## src/rtl/async_fifo_pkg.sv

```systemverilog
// rtl/async_fifo_pkg.sv - shared constants and Gray helpers for the async FIFO pointer blocks
package async_fifo_pkg;

  localparam int AW_MIN = 2;

  // Callers zero-extend into 32 bits and cast the result back to their pointer width.
  function automatic logic [31:0] bin2gray(input logic [31:0] b);
    return b ^ (b >> 1);
  endfunction

endpackage

```

## src/rtl/gray2bin.sv

```systemverilog
// rtl/gray2bin.sv - combinational Gray-to-binary conversion (XOR prefix from the MSB down)
module gray2bin #(
  parameter int W = 5
) (
  input  logic [W-1:0] gray,
  output logic [W-1:0] bin
);

  always_comb begin
    bin = '0;
    bin[W-1] = gray[W-1];
    for (int i = W - 2; i >= 0; i--) begin
      bin[i] = bin[i+1] ^ gray[i];
    end
  end

endmodule

```

## src/rtl/rptr_empty_lvl.sv

```systemverilog
// rtl/rptr_empty_lvl.sv - async FIFO read pointer, empty/almost-empty flags, level and underflow
module rptr_empty_lvl
  import async_fifo_pkg::*;
#(
  parameter int AW = 4
) (
  input  logic          rclk,
  input  logic          rrst,
  input  logic [AW:0]   rq2_wptr,
  input  logic          pop,
  input  logic          rflush,
  input  logic [AW:0]   rae_thresh,
  input  logic          rerr_clr,
  output logic [AW:0]   rptr,
  output logic [AW-1:0] raddr,
  output logic          rempty,
  output logic          ralmost_empty,
  output logic [AW:0]   rlevel,
  output logic          runderflow
);

  generate
    if (AW < AW_MIN) begin : g_aw_check
      $error("rptr_empty_lvl: AW must be at least AW_MIN");
    end
  endgenerate

  logic [AW:0] rbin;
  logic [AW:0] wbin;
  logic [AW:0] rbin_next;
  logic [AW:0] rgray_next;
  logic [AW:0] level_next;
  logic        pop_ok;
  logic        underflow_set;

  gray2bin #(.W(AW + 1)) u_wptr_g2b (
    .gray (rq2_wptr),
    .bin  (wbin)
  );

  assign pop_ok        = pop & ~rempty & ~rflush;
  assign underflow_set = pop & rempty & ~rflush;

  // A flush discards everything by jumping straight to the synchronised write pointer.
  assign rbin_next  = rflush ? wbin : rbin + {{AW{1'b0}}, pop_ok};
  assign rgray_next = (AW + 1)'(bin2gray(32'(rbin_next)));
  assign level_next = wbin - rbin_next;

  assign raddr = rbin[AW-1:0];

  always_ff @(posedge rclk) begin
    if (rrst) begin
      rbin          <= '0;
      rptr          <= '0;
      rempty        <= 1'b1;
      rlevel        <= '0;
      ralmost_empty <= 1'b1;
      runderflow    <= 1'b0;
    end else begin
      rbin          <= rbin_next;
      rptr          <= rgray_next;
      rempty        <= (rgray_next == rq2_wptr);
      rlevel        <= level_next;
      ralmost_empty <= (level_next <= rae_thresh);
      if (underflow_set) begin
        runderflow <= 1'b1;
      end else if (rerr_clr) begin
        runderflow <= 1'b0;
      end
    end
  end

endmodule

```

## config.mk

```make
export PLATFORM = sky130hd
export DESIGN_NAME = rptr_empty_lvl
export DESIGN_NICKNAME = d
export VERILOG_FILES = /design/src/rtl/async_fifo_pkg.sv /design/src/rtl/gray2bin.sv /design/src/rtl/rptr_empty_lvl.sv
export SDC_FILE = /design/constraint.sdc
export NUM_CORES = 1
export LEC_CHECK = 0
export CAP_MARGIN = 25
export CORE_UTILIZATION = 35
export DETAILED_ROUTE_END_ITERATION = 12
export PLACE_DENSITY = 0.7
export REMOVE_ABC_BUFFERS = 1
export SLEW_MARGIN = 20
export SYNTH_ARGS = -nofsm -noshare
export SYNTH_HDL_FRONTEND = slang
export SYNTH_SLANG_ARGS = --single-unit
```

## constraint.sdc

```tcl
create_clock -name rclk -period 6.1 [get_ports rclk]
set_input_delay 1.525 -clock rclk [delete_from_list [all_inputs] [get_ports rclk]]
set_output_delay 1.525 -clock rclk [all_outputs]
set_load 0.1 [all_outputs]
```

==> results.cfg, run 1 <==
[logic_synthesis]
yosysSeqAreaShare = 0.2776
yosys.cell_types.count = 36
synth-seq-cells = 17
syn_inst = 137
ys_warn_count = 0
postSynthAreaPerCell_um2 = 8.950
synth_area_um2 = 1226

[clock_network]
cts_buffer_depth = 2
h-tree-depth = 1
cts.sinks = 17
ctsResizeCount = 0
postCtsSetupBuffers = 0
root_buffer = clkbuf_4
cts.clk_slew.worst_paths_ns = 0.11
clk_latency_ns = 0.29
holdBufCountCts = 0
tritoncts = yes
cts_buffers = 3

[routing]
wl_per_cell_um = 12.74
vias = 1062
vias_per_cell = 4.940
routed_wl_mm = 2.740
drc_errors = 0
firstDrtPassIters = 4
drt-initial-drc-count = 41
detail-route-antenna-nets = 0

[sta]
max_freq_ghz = 0.1967
relSlewSlack = 0.3420
clock-skew-final_ns = 0.001577
hold_viol = 0
slew_viol_final = 0
finalSetupViolCount = 0
grt_setup_unrepaired = false
timing.final.crit_share = 0.8333
fin_setup_tns_ns = 0
worstMarginPinSlew_ns = 0.9840
final.min_clock_period_ns = 5.083

[worst_setup_path]
rrSetupSlack_ns = 2.50
path_max_fanout = 19
critPathSlowestCell = o41ai_1
worst_setup_path_start_kind = input pin
worst-setup-path-type = in2reg
critPathArrivalTime_ns = 5.27
end_kind = flop
crit_chain = clkdlybuf4s50_1, buf_4, nor3b_1, ha_1, nand3_1, xor2_1, o21ai_0, inv_1, ha_1, inv_1, o41ai_1, a21boi_0, nand3_1, ha_1, and3_1, a31oi_1, o21ai_0
crit_required_ns = 6.28
crit_path_max_incr_delay_ns = 0.42
critical_path.most_common_cell = ha_1

[status]
status = complete, no violations

[finish]
antennaDiodeCount = 0
fin_area_um2 = 1605
layout_common_cells = 31 x clkdlybuf4s50_1, 17 x dfxtp_1, 14 x nor2_1
num-fill-cells = 340
layout-drive-gt1-share = 0.08284
area_delta_synth_final_pct = 30.92
utilization = 0.4811
final_common_cell = clkdlybuf4s50_1
nets = 196

[floorplan]
die_width_um = 61.19
coreArea_um2 = 3337
die-height_um = 61.19
dieArea_um2 = 3744
start_util = 0.3675
top_level_ports = 32
rows = 21

[pwr]
power_density_nw_per_um2 = 317.7
leakagePower_nw = 0.7062
ir_drop_v = 0.0001987
power_uw = 510.0

[placed_design]
placed_area_um2 = 1579
place_hpwl_mm = 2.089
portBuffers = 31
place_congestion = 0.7985

[min_path]
hp-class = reg2reg

[grt]
grt_pass1_wl_mm = 4.457
overflow = 0
grt_max_degree = 20
globalRouteTotalUtil = 0.1599
antenna_found_initial = 0
grt_pass1_vias = 977

[run]
cap_violations = 0
[Yosys cell counts]
cell | number | share of area
dfxtp_1 | 17 | 0.28
nor2_1 | 14 | 0.043
ha_1 | 11 | 0.11
inv_1 | 11 | 0.034
xnor2_1 | 11 | 0.079
xor2_1 | 10 | 0.071
nand2_1 | 9 | 0.028
nor2b_1 | 5 | 0.026
a21oi_1 | 4 | 0.016
a31oi_1 | 4 | 0.020
clkbuf_1 | 3 | 0.0092
nand3_1 | 3 | 0.012
o21a_1 | 3 | 0.018
o21ai_0 | 3 | 0.012
a32oi_1 | 2 | 0.014
and3_1 | 2 | 0.010
mux2i_1 | 2 | 0.016
nor3_1 | 2 | 0.0082
o41ai_1 | 2 | 0.014
or2_2 | 2 | 0.010
xnor3_4 | 2 | 0.043
a211o_1 | 1 | 0.0071
a21boi_0 | 1 | 0.0061
a21o_4 | 1 | 0.012
and2b_1 | 1 | 0.0061
and3_2 | 1 | 0.0061
and4b_2 | 1 | 0.0092
buf_6 | 1 | 0.0092
mux2_2 | 1 | 0.0092
nand2b_1 | 1 | 0.0051
nand4_1 | 1 | 0.0051
nor3b_1 | 1 | 0.0061
o211ai_1 | 1 | 0.0061
o22a_1 | 1 | 0.0071
o22a_2 | 1 | 0.0082
xnor2_4 | 1 | 0.022
[metal layers]
metal	wire length [µm]	vias to the layer above	part of all wire	track usage
li1	-	534	-	-
met1	1231	498	0.45	0.2028
met2	1368	28	0.50	0.2717
met3	123	2	0.045	0.04202
met4	17	0	0.0062	0.03571
met5	0	-	0	0
[worst max-delay path: cells and delay by family]
kind	cells	cell delay (ns)
AOI/OAI and AO/OA	5	1.14
xor gates and xnor gates	1	0.17
adders and majority gates	3	0.87
buffers and inverters	4	0.82
and+or+nand+nor	4	0.74
[area by class of cell]
class                   count  area (µm²)  share of cell area
multi-input cells         105       822.0              0.5121
flip-flops and latches     17       340.3              0.2120
repair buffers             32       317.8              0.1980
well taps                  46       57.56             0.03585
inverters                  11       41.29             0.02572
clock buffers               4       26.28             0.01637
[kinds of logic (layout without fill, tap and decap cells)]
group | after synthesis | count (layout) | share of synthesized area
simple gates | 43 | 43 | 0.1745
xor+xnor | 24 | 24 | 0.2153
compound gates | 24 | 24 | 0.1429
mux | 3 | 3 | 0.02551
flops | 17 | 17 | 0.2776
fa+ha+maj | 11 | 11 | 0.1122
buf+inv | 15 | 47 | 0.05204
[path summary, 6_finish.rpt]
path	start	endpoint	cells after the start
setup / recovery	rflush	ralmost_empty$_SDFF_PP1_	17
hold / removal	runderflow$_SDFFE_PP0P_	runderflow$_SDFFE_PP0P_	2
hold reg to reg	runderflow$_SDFFE_PP0P_	runderflow$_SDFFE_PP0P_	2
setup reg to reg	rempty$_SDFF_PP1_	ralmost_empty$_SDFF_PP1_	15
[sequential cells by signal, summed over array words and instances (netlist names)]
name,count
rlevel,5
rptr,5
rbin,4
ralmost_empty,1
rempty,1
runderflow,1
[where the power goes]
part / switching [mW] / total [mW] / leakage [nW] / internal (mW)
clock: 0.0380 / 0.0634 / 0.0150 / 0.0254
sequential: 0.00796 / 0.136 / 0.141 / 0.128
combinational: 0.207 / 0.311 / 0.550 / 0.104
[through the flow]
stage / hold slack [ns] / std cells / setup slack, ns
after detailed placement: 0.4819 / 211 / 0.7025
after CTS: 0.5120 / 215 / 1.035
after global placement: 0.4690 / 211 / 0.8059
final: 0.5031 / 215 / 1.017
after floorplan: 1.017 / 133 / 1.609
after global routing: 0.5435 / 215 / 0.8357
No activity file was read; power rests on OpenSTA's default activity.
==> inputs of run 2 (changes only) <==
Clock period 6.1 ns to 4.8 ns, I/O delays scaled along.
==> results.cfg, run 2 (synthesized netlist as in run 1, its figures left out) <==
[clock_network]
cts_buffer_depth = 2
cts_buffers = 3
cts.sinks = 17
root_buffer = clkbuf_4
clk_latency_ns = 0.29
tritoncts = yes
cts.clk_slew.worst_paths_ns = 0.10
h-tree-depth = 1

[placed_design]
place_congestion = 0.7801
portBuffers = 31
place_hpwl_mm = 2.098

[routing]
met2WireLength_mm = 1.284
drt-initial-drc-count = 35
wl_met1_mm = 1.222
routed_wl_mm = 2.646
detail-route-antenna-nets = 0
firstDrtPassIters = 4
wl_per_cell_um = 12.03
drc_errors = 0
top_layer = met4
vias = 1075
met3_length_um = 106
vias_per_cell = 4.886

[pwr]
power_density_nw_per_um2 = 391.6
power_uw = 645.2
ir_drop_v = 0.0002179
leakagePower_nw = 0.7329

[sta]
fin_setup_tns_ns = 0
slew_viol_final = 0
worstMarginPinSlew_ns = 0.9765
grt_setup_unrepaired = false
hold_viol = 0
relSlewSlack = 0.3470
timing.final.crit_share = 0.9276
clock-skew-final_ns = 0.006078
final.min_clock_period_ns = 4.453
max_freq_ghz = 0.2246
finalSetupViolCount = 0

[run]
cap_violations = 0

[grt]
overflow = 0
antenna_found_initial = 0
grt_pass1_wl_mm = 4.312
globalRouteTotalUtil = 0.1568
grt_pass1_vias = 1012
grt_max_degree = 19

[floorplan]
rows = 21
coreArea_um2 = 3337
die-height_um = 61.19
top_level_ports = 32
dieArea_um2 = 3744
die_width_um = 61.19
start_util = 0.3675

[worst_setup_path]
end_kind = flop
crit_path_max_incr_delay_ns = 0.47
worst_setup_path_start_kind = input pin
worst-setup-path-type = in2reg
critPathSlowestCell = clkdlybuf4s50_1
crit_chain = clkdlybuf4s50_1, nor3b_2, ha_1, nand3_1, xor2_1, o21ai_0, inv_1, ha_1, inv_1, o41ai_1, a21boi_0, nand3_1, ha_1, and3_1, a31oi_1, o21ai_0
rr_worst_depth = 15
path_max_fanout = 4
crit_required_ns = 4.96
critical_path.most_common_cell = ha_1
critPathArrivalTime_ns = 4.62

[min_path]
min_path_cells = 2
hp-class = reg2reg

[finish]
reg.largest.list = rlevel (5), rptr (5), rbin (4)
area_delta_synth_final_pct = 34.39
nets = 201
antennaDiodeCount = 0
layout_common_cells = 31 x clkdlybuf4s50_1, 17 x dfxtp_1, 14 x nor2_1
final_common_cell = clkdlybuf4s50_1
layout-drive-gt1-share = 0.1149

[status]
status = complete, no violations
==> run 2: cell count changes in the layout (fill, tap and decap cells not counted) <==
cell | previous run | this run
nor3b_2 | 0 | 1
buf_4 | 1 | 6
nor3b_1 | 1 | 0
==> run 2: metal layers <==
layer	vias up	global-route usage
li1	541	-
met1	506	0.1911
met2	24	0.2686
met3	4	0.03571
met4	0	0.05844
met5	-	0
==> run 2: cell type report <==
class / count / area [µm²]
clock buffers: 4 / 26.28
fillers: 348 / 1689
inverters: 11 / 41.29
multi-input cells: 105 / 827.0
flip-flops and latches: 17 / 340.3
well taps: 46 / 57.56
repair buffers: 37 / 355.3
==> run 2: critical path, delay by kind of cell <==
family,cells,cell delay [ns]
AOI/OAI and AO/OA,5,1.13
and+or+nand+nor,4,0.62
xor gates and xnor gates,1,0.17
adders and majority gates,3,0.80
buffers and inverters,3,0.69
==> run 2: path summary, 6_finish.rpt <==
kind / startpoint / end / slack [ns]
setup / recovery: pop / ralmost_empty$_SDFF_PP1_ / 0.35
hold reg to reg: runderflow$_SDFFE_PP0P_ / runderflow$_SDFFE_PP0P_ / 0.51
hold / removal: runderflow$_SDFFE_PP0P_ / runderflow$_SDFFE_PP0P_ / 0.51
setup reg to reg: rempty$_SDFF_PP1_ / ralmost_empty$_SDFF_PP1_ / 1.36
==> run 2: where the power goes <==
part           leakage [nW]  internal [mW]  switching (mW)
sequential            0.141          0.162          0.0106
combinational         0.577          0.137           0.260
clock                0.0150         0.0323          0.0437
total                 0.733          0.331           0.314
==> run 2: repair_timing <==
| item | in CTS | in global routing |
|---|---|---|
| setup buffers | 0 | 0 |
| hold buffers | 0 | 0 |
| setup endpoints to repair | 0 | 1 |
| resized for setup | 0 | 1 |
==> run 2: per-stage QoR <==
step                instance area (µm²)  cells  setup WS [ns]  utilization  hold WS (ns)
CTS                                1643    220         0.2480       0.4923        0.5084
finish                             1648    220         0.3474       0.4938        0.5074
detailed placement                 1617    216       -0.04643       0.4844        0.4799
global placement                   1617    216         0.1797       0.4844        0.4803
global route                       1648    220         0.1211       0.4938        0.5950
floorplan                          1204    133         0.6342            -         1.017
==> inputs of run 3 (changes only) <==
Settings changed: GPL_TIMING_DRIVEN set to 0, SLEW_MARGIN 20 to not set.
==> results.cfg, run 3 (synthesized netlist as in run 1, its figures left out) <==
[floorplan]
die-height_um = 61.19
dieArea_um2 = 3744
coreArea_um2 = 3337
start_util = 0.3675
rows = 21
die_width_um = 61.19
top_level_ports = 32

[clock_network]
holdBufCountCts = 0
clk_latency_ns = 0.30
cts.sinks = 17
cts_buffer_depth = 2
cts_buffers = 3
root_buffer = clkbuf_4
cts.clk_slew.worst_paths_ns = 0.11
postCtsSetupBuffers = 0
h-tree-depth = 1
tritoncts = yes

[sta]
max_freq_ghz = 0.2179
hold_viol = 0
fin_setup_tns_ns = 0
relSlewSlack = 0.3429
clock-skew-final_ns = 0.006568
finalSetupViolCount = 0
grt_setup_unrepaired = false
timing.final.crit_share = 0.9563
layout_setup_ws_ns = 0.2098
slew_viol_final = 0
worstMarginPinSlew_ns = 0.9826
final.min_clock_period_ns = 4.590

[routing]
drc_errors = 0
firstDrtPassIters = 5
detail-route-antenna-nets = 0
drt-initial-drc-count = 16
vias_per_cell = 4.860
wl_per_cell_um = 12.11
routed_wl_mm = 2.592
vias = 1040

[grt]
grt_use_met3 = 0.05042
grt-busiest-layer = met2
grt_pass1_wl_mm = 4.340
grt_pass1_vias = 1003
globalRouteTotalUtil = 0.1550
met1_usage = 0.1974
grt.met2_usage = 0.2624
grt_max_degree = 20
antenna_found_initial = 0
overflow = 0

[worst_setup_path]
rr_worst_depth = 15
path_max_fanout = 9
reg2reg_from = rempty$_SDFF_PP1_
crit_required_ns = 4.98
rrSetupSlack_ns = 1.31
worst_setup_path_start_kind = input pin
setup.worst_path.start = rq2_wptr[2]
end_kind = flop
worst-setup-path-type = in2reg
rr_endpoint = ralmost_empty$_SDFF_PP1_
crit_end = ralmost_empty$_SDFF_PP1_
critPathArrivalTime_ns = 4.77

[pwr]
ir_drop_v = 0.0003603
leakagePower_nw = 0.7057
power_density_nw_per_um2 = 402.2

[finish]
layout_common_cells = 30 x clkdlybuf4s50_1, 17 x dfxtp_1, 14 x nor2_1
nets = 195
final-seq-area_um2 = 340.3
area_delta_synth_final_pct = 30.41
multi_input_area_um2 = 827.0
antennaDiodeCount = 0
finalNonFillerCells = 214
num-fill-cells = 335
final_common_cell = clkdlybuf4s50_1
reg.largest.list = rlevel (5), rptr (5), rbin (4)
layout-drive-gt1-share = 0.09524
utilization = 0.4792

[min_path]
hp-class = reg2reg

[placed_design]
place_hpwl_mm = 2.000
dp_cells = 210
pre_cts_slack_ns = -0.6882
place_congestion = 0.7553
portBuffers = 31

[status]
status = complete, no violations

[run]
cap_violations = 0
## run 3: cell types whose count changed in the layout (fill, tap and decap cells not counted)
| cell | change |
|---|---|
| clkbuf_1 | -1 |
| clkbuf_2 | +1 |
| buf_4 | -6 |
| o21ai_0 | -1 |
| clkdlybuf4s50_1 | -1 |
| clkinv_2 | +1 |
| o21ai_1 | +1 |
## run 3: per-layer routing
metal	wire length [µm]	vias up
met5	0	-
met4	9	0
met3	115	2
met2	1243	23
met1	1223	486
li1	-	529
## run 3: cell type report
cell class / count / area share
Sequential cell: 17 / 0.2128
Clock inverter: 1 / 0.003130
Inverter: 11 / 0.02582
Tap cell: 46 / 0.03599
Multi-Input combinational cell: 105 / 0.5172
Timing Repair Buffer: 31 / 0.1909
Clock buffer: 3 / 0.01408
## run 3: worst min path at each step
stage,end,from,cells past startpoint
floorplan,runderflow$_SDFFE_PP0P_,runderflow$_SDFFE_PP0P_,2
global placement,runderflow$_SDFFE_PP0P_,runderflow$_SDFFE_PP0P_,2
detailed placement,runderflow$_SDFFE_PP0P_,runderflow$_SDFFE_PP0P_,2
CTS,runderflow$_SDFFE_PP0P_,runderflow$_SDFFE_PP0P_,2
global route,runderflow$_SDFFE_PP0P_,runderflow$_SDFFE_PP0P_,2
finish,runderflow$_SDFFE_PP0P_,runderflow$_SDFFE_PP0P_,2
## run 3: power breakdown
part / internal [mW] / switching, mW
Combinational: 0.131 / 0.259
Sequential: 0.162 / 0.0102
Clock: 0.0311 / 0.0494
Total: 0.325 / 0.318
## run 3: repair_timing
item,4_1_cts,5_1_grt
endpoints found under the setup margin,1,1
pin swaps,0,1
gates resized for setup,1,4
## run 3: metrics by stage
step	hold slack (ns)	total power, mW	area, µm²
after floorplan	1.017	0.4761	1204
after CTS	0.5110	0.6516	1598
after detailed placement	0.4799	0.5659	1572
after global placement	0.4686	0.5589	1572
final	0.5014	0.6431	1599
after global routing	0.5537	0.6823	1599
## run 3: critical path, cell delays in order
cell             delay, ns
clkdlybuf4s50_1       0.50
xnor3_4               0.60
xnor2_4               0.28
xor2_1                0.24
mux2_2                0.21
ha_1                  0.20
inv_1                 0.07
ha_1                  0.18
a21o_4                0.20
a211o_1               0.30
nand3_1               0.08
ha_1                  0.24
and3_1                0.17
a31oi_1               0.16
o21ai_0               0.13
